`src/rtl/vga_timing_gen.sv`:
```
// Raster timing source: scan position, active-low syncs, visible-area blank, line/frame strobes and frame count.
// Define VGA_SYNC_DELAY_EN to pass hs/vs/blank through SYNC_DELAY extra register stages.
module vga_timing_gen #(
    parameter int H_VISIBLE  = 640,
    parameter int H_FRONT    = 16,
    parameter int H_SYNC     = 96,
    parameter int H_BACK     = 48,
    parameter int V_VISIBLE  = 480,
    parameter int V_FRONT    = 10,
    parameter int V_SYNC     = 2,
    parameter int V_BACK     = 33,
    parameter int SYNC_DELAY = 1
) (
    input  logic       vga_clk,
    input  logic       reset,
    output logic [9:0] DrawX,
    output logic [9:0] DrawY,
    output logic       hs,
    output logic       vs,
    output logic       blank,
    output logic       sync,
    output logic       line_start,
    output logic       frame_start,
    output logic [7:0] frame_count
);

    localparam int H_TOTAL = H_VISIBLE + H_FRONT + H_SYNC + H_BACK;
    localparam int V_TOTAL = V_VISIBLE + V_FRONT + V_SYNC + V_BACK;

    localparam logic [9:0] H_LAST = 10'(H_TOTAL - 1);
    localparam logic [9:0] V_LAST = 10'(V_TOTAL - 1);

    // Decode bounds are 11 bits so a 1024-wide raster still compares correctly.
    localparam logic [10:0] H_VIS_END    = 11'(H_VISIBLE);
    localparam logic [10:0] H_SYNC_START = 11'(H_VISIBLE + H_FRONT);
    localparam logic [10:0] H_SYNC_END   = 11'(H_VISIBLE + H_FRONT + H_SYNC);
    localparam logic [10:0] V_VIS_END    = 11'(V_VISIBLE);
    localparam logic [10:0] V_SYNC_START = 11'(V_VISIBLE + V_FRONT);
    localparam logic [10:0] V_SYNC_END   = 11'(V_VISIBLE + V_FRONT + V_SYNC);

    if (H_TOTAL > 1024 || V_TOTAL > 1024 || SYNC_DELAY < 1) begin : g_bad_config
        $error("vga_timing_gen: H_TOTAL/V_TOTAL must be <= 1024 and SYNC_DELAY >= 1");
    end

    typedef enum logic {
        ST_IDLE,
        ST_RUN
    } state_t;

    state_t     state_q, state_d;
    logic [9:0] x_q, x_d;
    logic [9:0] y_q, y_d;
    logic [7:0] fc_q, fc_d;
    logic       hs_q, hs_d;
    logic       vs_q, vs_d;
    logic       blank_q, blank_d;
    logic       ls_q, ls_d;
    logic       fs_q, fs_d;

    // The IDLE->RUN edge holds the counters so pixel (0,0) gets a full cycle.
    always_comb begin
        state_d = state_q;
        x_d     = x_q;
        y_d     = y_q;
        fc_d    = fc_q;
        if (state_q == ST_IDLE) begin
            state_d = ST_RUN;
        end else if (x_q == H_LAST) begin
            x_d = '0;
            if (y_q == V_LAST) begin
                y_d  = '0;
                fc_d = fc_q + 8'd1;
            end else begin
                y_d = y_q + 10'd1;
            end
        end else begin
            x_d = x_q + 10'd1;
        end
    end

    // Decoding the next position lets every output register line up with DrawX/DrawY.
    always_comb begin
        hs_d    = !(({1'b0, x_d} >= H_SYNC_START) && ({1'b0, x_d} < H_SYNC_END));
        vs_d    = !(({1'b0, y_d} >= V_SYNC_START) && ({1'b0, y_d} < V_SYNC_END));
        blank_d = ({1'b0, x_d} < H_VIS_END) && ({1'b0, y_d} < V_VIS_END);
        ls_d    = (x_d == 10'd0);
        fs_d    = (x_d == 10'd0) && (y_d == 10'd0);
    end

    always_ff @(posedge vga_clk or posedge reset) begin
        if (reset) begin
            state_q <= ST_IDLE;
            x_q     <= '0;
            y_q     <= '0;
            fc_q    <= '0;
            hs_q    <= 1'b1;
            vs_q    <= 1'b1;
            blank_q <= 1'b0;
            ls_q    <= 1'b0;
            fs_q    <= 1'b0;
        end else begin
            state_q <= state_d;
            x_q     <= x_d;
            y_q     <= y_d;
            fc_q    <= fc_d;
            hs_q    <= hs_d;
            vs_q    <= vs_d;
            blank_q <= blank_d;
            ls_q    <= ls_d;
            fs_q    <= fs_d;
        end
    end

`ifdef VGA_SYNC_DELAY_EN
    logic [SYNC_DELAY-1:0] hs_dly_q, hs_dly_d;
    logic [SYNC_DELAY-1:0] vs_dly_q, vs_dly_d;
    logic [SYNC_DELAY-1:0] blank_dly_q, blank_dly_d;

    always_comb begin
        hs_dly_d       = hs_dly_q;
        vs_dly_d       = vs_dly_q;
        blank_dly_d    = blank_dly_q;
        hs_dly_d[0]    = hs_q;
        vs_dly_d[0]    = vs_q;
        blank_dly_d[0] = blank_q;
        for (int i = 1; i < SYNC_DELAY; i++) begin
            hs_dly_d[i]    = hs_dly_q[i-1];
            vs_dly_d[i]    = vs_dly_q[i-1];
            blank_dly_d[i] = blank_dly_q[i-1];
        end
    end

    always_ff @(posedge vga_clk or posedge reset) begin
        if (reset) begin
            hs_dly_q    <= '1;
            vs_dly_q    <= '1;
            blank_dly_q <= '0;
        end else begin
            hs_dly_q    <= hs_dly_d;
            vs_dly_q    <= vs_dly_d;
            blank_dly_q <= blank_dly_d;
        end
    end

    assign hs    = hs_dly_q[SYNC_DELAY-1];
    assign vs    = vs_dly_q[SYNC_DELAY-1];
    assign blank = blank_dly_q[SYNC_DELAY-1];
`else
    assign hs    = hs_q;
    assign vs    = vs_q;
    assign blank = blank_q;
`endif

    assign DrawX       = x_q;
    assign DrawY       = y_q;
    assign sync        = 1'b0;
    assign line_start  = ls_q;
    assign frame_start = fs_q;
    assign frame_count = fc_q;

endmodule

```
`config.mk`:
```
export PLATFORM = sky130hd
export DESIGN_NAME = vga_timing_gen
export DESIGN_NICKNAME = d
export VERILOG_FILES = /design/src/rtl/vga_timing_gen.sv
export SDC_FILE = /design/constraint.sdc
export NUM_CORES = 1
export LEC_CHECK = 0
export BUFFER_PORTS_ARGS = -buffer_cell sky130_fd_sc_hd__buf_2
export CAP_MARGIN = 20
export CORE_UTILIZATION = 36
export CTS_CLUSTER_SIZE = 40
export DETAILED_ROUTE_END_ITERATION = 10
export HOLD_SLACK_MARGIN = 0.06
export PLACE_DENSITY = 0.61
export SLEW_MARGIN = 10
export SYNTH_ARGS = -nofsm -noshare
export SYNTH_HDL_FRONTEND = slang
export SYNTH_SLANG_ARGS = --single-unit
```
`constraint.sdc`:
```
create_clock -name vga_clk -period 2.24 [get_ports vga_clk]
set_input_delay 0.112 -clock vga_clk [delete_from_list [all_inputs] [get_ports vga_clk]]
set_output_delay 0.112 -clock vga_clk [all_outputs]
set_load 0.03 [all_outputs]
```
==> summary.md, run 1 <==
| Metric | Value |
|---|---|
| Worst setup path end | `frame_start` |
| Most common cell in the synthesized netlist | `dfrtp_1` |
| Final design area excluding fillers | `2410 sq um` |
| RR Startpoint | `DrawX[1]` |
| Net Sw Frac | `36.3%` |
| CP Capture Type | `flop` |
| Final nets | `250` |
| Tot GR Track Use | `16.9%` |
| Yosys cell types | `52` |
| Area fraction of the dominant cell type after synthesis | `42.1%` |
| Net switching power | `0.000760 W` |
| CTS tree | `done` |
| Seq pwr share | `36.0%` |
| Clock Latency Late Sink | `290 ps` |
| Commonest cells in the netlist | `32 x dfrtp_1, 19 x nand2_1, 15 x inv_1` |
| PD cells | `870 nW/um^2` |
| Grt ovf | `0` |
| YS warnings | `0` |
| Clock buffers created by TritonCTS | `5` |
| Drt drc | `0` |
| Routed vias | `1,602` |
| Initial antenna violation count | `0` |
| Critical Path AT | `2330 ps` |
| P_leak | `1.14 nW` |
| Die Ht | `74.7 um` |
| Pre-antenna DRT Iters | `4` |
| Met2 routed WL | `2100 um` |
| # fillers | `520` |
| Initial DRC Count | `96` |
| Slew at the pin closest to its max-slew limit | `590 ps` |
| Setup-failing EPs final | `0` |
| Post-synth EDFFs | `0` |
| CTS Sinks | `34` |
| CTS H-tree depth | `2` |
| Setup Buffers After CTS | `0` |
| Die X | `74.7 um` |
| Max-slew headroom at the worst pin | `60.6%` |
| Crit start category | `flop` |
| Area of the die | `5570 sq um` |
| Starting Density | `37.2%` |
| Pin count of the biggest net entering global routing | `16` |
| Kind of critical path | `flop to flop` |
| Global-route wire length before repair | `7110 um` |
| Routed wl met3 | `180 um` |
| CP startpoint | `DrawX[1]` |
| WHS | `425 ps` |
| Vias in the first global route | `1,494` |
| Dpl ws | `14.6 ps` |
| Area leader, netlist | `dfrtp_1` |
| Minimum clock period | `2100 ps` |
| Period utilization | `93.9%` |
| RSZ-0062 raised after global routing | `false` |
| Synth area leaders | `dfrtp_1 42%, xnor2_1 4.6%, nand2_1 3.8%, xor2_1 3.7%, inv_1 3.0%` |
| HP Class | `primary input to asynchronous set/reset pin` |
| Placed Area | `2240 sq um` |
| Max-cap violations | `0` |
| Final WS setup | `137 ps` |
| Ys async rst share | `100%` |
| Avg Synthesized Cell Area | `9.80 sq um` |
| Comb pwr share | `36.5%` |
| Vias per cell | `5.09` |
| ANT cells | `0` |
| Endpoints failing hold | `0` |
| CP Data Required Time | `2470 ps` |
| Seq/Total Area, Yosys | `44.9%` |
| Fin Setup TNS | `0 ps` |
| I/O pins | `36` |
| Worst Clk Skew | `6.56 ps` |
| Clock power frac | `27.5%` |
| Critical path peak fanout | `6` |
| Routed WL | `4370 um` |
| Synth Cell Area | `1900 sq um` |
| Post-route ant nets | `0` |
| Routed WL per cell | `13.9 um` |
| Status | `complete, no violations` |
| Core Region | `5110 sq um` |
| Top Layer Used | `met4` |
| Reg2Reg Capture Point | `frame_start` |
| Post-DP HPWL | `3240 um` |
| GP Congestion | `0.883` |
| Site row count | `26` |
| Share of layout cells above drive strength 1 | `34.7%` |
| M1 WL | `2050 um` |
| Int Power | `0.00133 W` |
| Main synth FF type | `dfrtp_1` |
| CTS clk-pin slew, worst paths | `80 ps` |
| Yosys reg bits | `34` |
| Reg2reg path depth | `7` |
| Worst vdd ir | `0.000335 V` |
| CTS max path bufs | `2` |
| Root Buffer | `clkbuf_8` |
| Syn nets | `200` |
| Final slew viol count | `0` |
| Area delta synth->final | `26.7%` |
| R2R Setup Slk | `140 ps` |
| Post-Syn Instances | `194` |
| Port Buf Inserts | `34` |
| FMAX | `0.476 GHz` |
==> through the flow <==
step           total power (W)  util, %  cells
6_report               0.00209     47.1    315
5_1_grt                0.00222     47.1    315
4_1_cts                0.00211     46.4    315
3_5_place_dp           0.00154     43.9    306
3_3_place_gp           0.00152     43.9    306
2_1_floorplan          0.00130        -    194
==> power by group through the flow <==
| stage | Combinational [W] | Sequential, W | Clock (W) |
|---|---|---|---|
| 2_1_floorplan | 0.000371 | 0.000925 | 0 |
| 3_3_place_gp | 0.000760 | 0.000763 | 0 |
| 3_5_place_dp | 0.000768 | 0.000768 | 0 |
| 4_1_cts | 0.000771 | 0.000756 | 0.000585 |
| 5_1_grt | 0.000843 | 0.000766 | 0.000610 |
| 6_report | 0.000765 | 0.000755 | 0.000575 |
==> area by class of cell <==
class	instances	area [sq um]	area share, %
Inverter	15	56.3	2.34
Tap cell	70	87.6	3.64
Clock inverter	3	45.0	1.87
Multi-Input combinational cell	134	971	40.3
Timing Repair Buffer	54	323	13.4
Sequential cell	34	856	35.6
Clock buffer	5	68.8	2.86
==> flip-flops by register name, indices dropped and copies added (netlist names) <==
| register | cells |
|---|---|
| line_start | 1 |
| frame_start | 1 |
| DrawY | 10 |
| frame_count | 8 |
| DrawX | 10 |
| state_q | 1 |
| vs | 1 |
| hs | 1 |
| blank | 1 |
==> cells by family after synthesis <==
logic type / after synthesis / synth area share (%)
XOR/XNOR: 18 / 8.29
multiplexers: 3 / 1.71
AO/OA/AOI/OAI: 31 / 11.7
adder cells (fa/ha/maj): 4 / 2.63
flip-flops: 34 / 44.9
buffers and inverters: 26 / 6.71
AND/OR/NAND/NOR: 76 / 23.7
other: 2 / 0.395
==> worst min-delay path by stage <==
| stage | to | slack, ps | cells past startpoint |
|---|---|---|---|
| 2_1_floorplan | DrawX[2] | 250 | 1 |
| 3_3_place_gp | DrawX[6] | 210 | 2 |
| 3_5_place_dp | DrawX[6] | 210 | 2 |
| 4_1_cts | DrawX[6] | 450 | 3 |
| 5_1_grt | DrawX[4] | 490 | 3 |
| 6_report | DrawX[6] | 430 | 3 |
==> metal layers <==
metal / track usage [%] / up-vias
met2: 27.9 / 36
met5: 0 / -
met1: 22.3 / 777
li1: - / 785
met3: 3.61 / 4
met4: 5.03 / 0
==> placed cells by master, fill, tap and decap left out, drive strengths merged, types with 3 or more instances in the layout <==
master | Yosys | layout
nand4 | 8 | 8
nand2 | 19 | 19
nor2 | 13 | 13
or3 | 3 | 3
dfrtp | 32 | 32
nor3 | 4 | 4
inv | 15 | 15
xor2 | 8 | 8
clkbuf | 4 | 5
and4 | 6 | 6
a21oi | 4 | 4
o22ai | 4 | 4
nand3 | 8 | 8
o31ai | 3 | 3
o21ai | 6 | 6
buf | 7 | 53
nor4 | 3 | 3
ha | 4 | 4
xnor2 | 10 | 10
==> what timing repair did <==
item                                   4_1_cts  5_1_grt
resized for setup                            0       11
endpoints found under the hold margin       11        0
setup endpoints to repair                    0        5
hold buffers                                 1        0
==> critical path: stages, from the launching register on <==
cell	delay [ps]
dfrtp_2	450
ha_4	170
and4_2	250
and4_1	190
or3_4	350
nand2b_1	150
and4bb_1	290
and4b_1	190
Note: power is estimated with default switching activity, not from simulation.
==> run 2, diff against run 1 <==
ABC_CLOCK_PERIOD_IN_PS = 2240   (was not set)
PLACE_DENSITY = not set   (was 0.61)
PLACE_DENSITY_LB_ADDON = 0.08   (was not set)
RECOVER_POWER = 100   (was not set)
==> run 2 against run 1 <==
- clock skew decreased by 1.8 ps
- final cell count is 1.3% higher
- total power is 5.2% lower
- register-to-register slack lost 20 ps
- flip-flop and latch count stayed put
- global-route usage grew 0.40 points
- fmax is 1.1% lower
- clock-buffer cell count up 1
- combinational power fell by 1%
- largest power group is now registers
- clock power down 18%
- via count increased by 0.69%
==> summary.md, run 2 (synthesis results as in run 1) <==
| Metric | Value |
|---|---|
| Vias per cell | `5.06` |
| Area delta synth->final | `24.2%` |
| Share of layout cells above drive strength 1 | `20.1%` |
| Routed WL | `4500 um` |
| Die Ht | `74.7 um` |
| Reg2reg path depth | `7` |
| Reg2Reg Capture Point | `frame_start` |
| Kind of critical path | `flop to flop` |
| PD cells | `841 nW/um^2` |
| Worst Clk Skew | `4.81 ps` |
| Grt ovf | `0` |
| Critical path peak fanout | `6` |
| Global-route wire length before repair | `7220 um` |
| Max-cap violations | `0` |
| Initial DRC Count | `89` |
| RR Startpoint | `DrawX[1]` |
| WHS | `466 ps` |
| Routed WL per cell | `14.1 um` |
| CTS H-tree depth | `2` |
| Slew at the pin closest to its max-slew limit | `838 ps` |
| HP Class | `flop to flop` |
| Crit path cell chain | `ha_4 > and4_2 > and4_1 > or3_1 > nand2b_1 > and4bb_1 > and4b_1` |
| Root Buffer | `clkbuf_8` |
| Endpoints failing hold | `0` |
| P_leak | `1.04 nW` |
| Worst vdd ir | `0.000387 V` |
| Vias in the first global route | `1,514` |
| CTS tree | `done` |
| CP Data Required Time | `2460 ps` |
| Commonest non-fill, non-tap cell in the layout | `clkbuf_1` |
| CTS Sinks | `34` |
| Routed vias | `1,613` |
| Clock Latency Late Sink | `280 ps` |
| Power, Total | `0.00198 W` |
| Final nets | `254` |
| Port Buf Inserts | `34` |
| Initial antenna violation count | `0` |
| CTS max path bufs | `2` |
| Hold Path Origin | `frame_count[7]` |
| Critical Path AT | `2350 ps` |
| CP startpoint | `DrawX[1]` |
| I/O pins | `36` |
| Worst Hold End | `frame_count[7]` |
| Placed Area | `2250 sq um` |
| Area of the die | `5570 sq um` |
| Cells on Worst Hold Path | `1` |
| Crit-path slowest cell | `dfrtp_2` |
| Setup-failing EPs final | `0` |
| Crit start category | `flop` |
| GP Congestion | `0.867` |
| Max-slew headroom at the worst pin | `44.1%` |
| Status | `complete, no violations` |
| CP Capture Type | `flop` |
| Drt drc | `0` |
| Minimum clock period | `2130 ps` |
| Crit-path max cell delay | `440 ps` |
| Pre-antenna DRT Iters | `4` |
| FMAX | `0.471 GHz` |
| Starting Density | `37.2%` |
| Pin count of the biggest net entering global routing | `35` |
| R2R Setup Slk | `110 ps` |
| CTS clk-pin slew, worst paths | `70 ps` |
| Die X | `74.7 um` |
| Post-route ant nets | `0` |
| Commonest non-fill, non-tap cells in the layout | `34 x clkbuf_1, 30 x dfrtp_1, 20 x buf_4, 19 x nand2_1, 15 x inv_1` |
| Clock buffers created by TritonCTS | `5` |
| Tot GR Track Use | `17.3%` |
| Site row count | `26` |
| Final slew viol count | `0` |
| Post-DP HPWL | `3390 um` |
| Period utilization | `94.9%` |
| Final design area excluding fillers | `2360 sq um` |
| Core Region | `5110 sq um` |
| ANT cells | `0` |
==> run 2: cell types whose count changed in the layout (fill, tap and decap cells not counted), moves of 2 or more <==
| cell | previous run | this run |
|---|---|---|
| nor3_2 | 2 | 0 |
| clkbuf_1 | 0 | 34 |
| and4_2 | 3 | 1 |
| buf_2 | 34 | 1 |
==> run 2: cell type report <==
| type | count | area, sq um |
|---|---|---|
| fill | 519 | 2750 |
| multi-input combinational | 134 | 956 |
| sequential | 34 | 856 |
| timing repair buffer | 58 | 309 |
| tap | 70 | 87.6 |
| clock buffer | 6 | 82.6 |
| inverter | 15 | 56.3 |
| clock inverter | 2 | 12.5 |
==> run 2: critical path: cells and delay by family (launching register included) <==
kind | cells | cell delay (ps)
adder cells (fa/ha/maj) | 1 | 170
flip-flops | 1 | 440
AND/OR/NAND/NOR | 6 | 1450
==> run 2: worst max-delay path by stage <==
stage | to | slack [ps] | cells past startpoint
2_1_floorplan | frame_start | 50 | 7
5_1_grt | vs | -3 | 8
3_5_place_dp | blank | -40 | 7
4_1_cts | vs | 0.2 | 9
3_3_place_gp | vs | 10 | 9
6_report | frame_start | 110 | 7
==> run 2: where the power goes <==
part	internal, W	leakage [nW]	switching (W)
Sequential	0.000686	0.441	0.0000727
Clock	0.000247	0.0472	0.000224
Combinational	0.000298	0.548	0.000457
Total	0.00123	1.04	0.000754
==> run 2: timing repair <==
action,4_1_cts,5_1_grt
pin swaps,0,3
resized for setup,2,8
endpoints found under the setup margin,3,5
hold buffers,1,0
setup buffers,1,2
endpoints found under the hold margin,32,0
==> run 2: stage by stage <==
step	setup WS, ps	TNS (ps)	cells	utilization (%)
after floorplan	46.2	0	194	-
after global placement	12.9	0	307	44.1
after detailed placement	-35.6	-53.2	307	44.1
after CTS	0.203	0	317	46.3
after global routing	-2.76	-2.76	319	46.2
final	115	0	319	46.2
==> run 2: per-layer routing <==
layer | wire length (um) | vias up | part of all wire [%] | GRT usage, %
met1 | 1980 | 759 | 44 | 21.9
met3 | 185 | 10 | 4.1 | 4.02
met5 | 0 | - | 0 | 0
met4 | 95 | 0 | 2.1 | 6.29
li1 | - | 788 | - | -
met2 | 2240 | 56 | 50 | 28.9
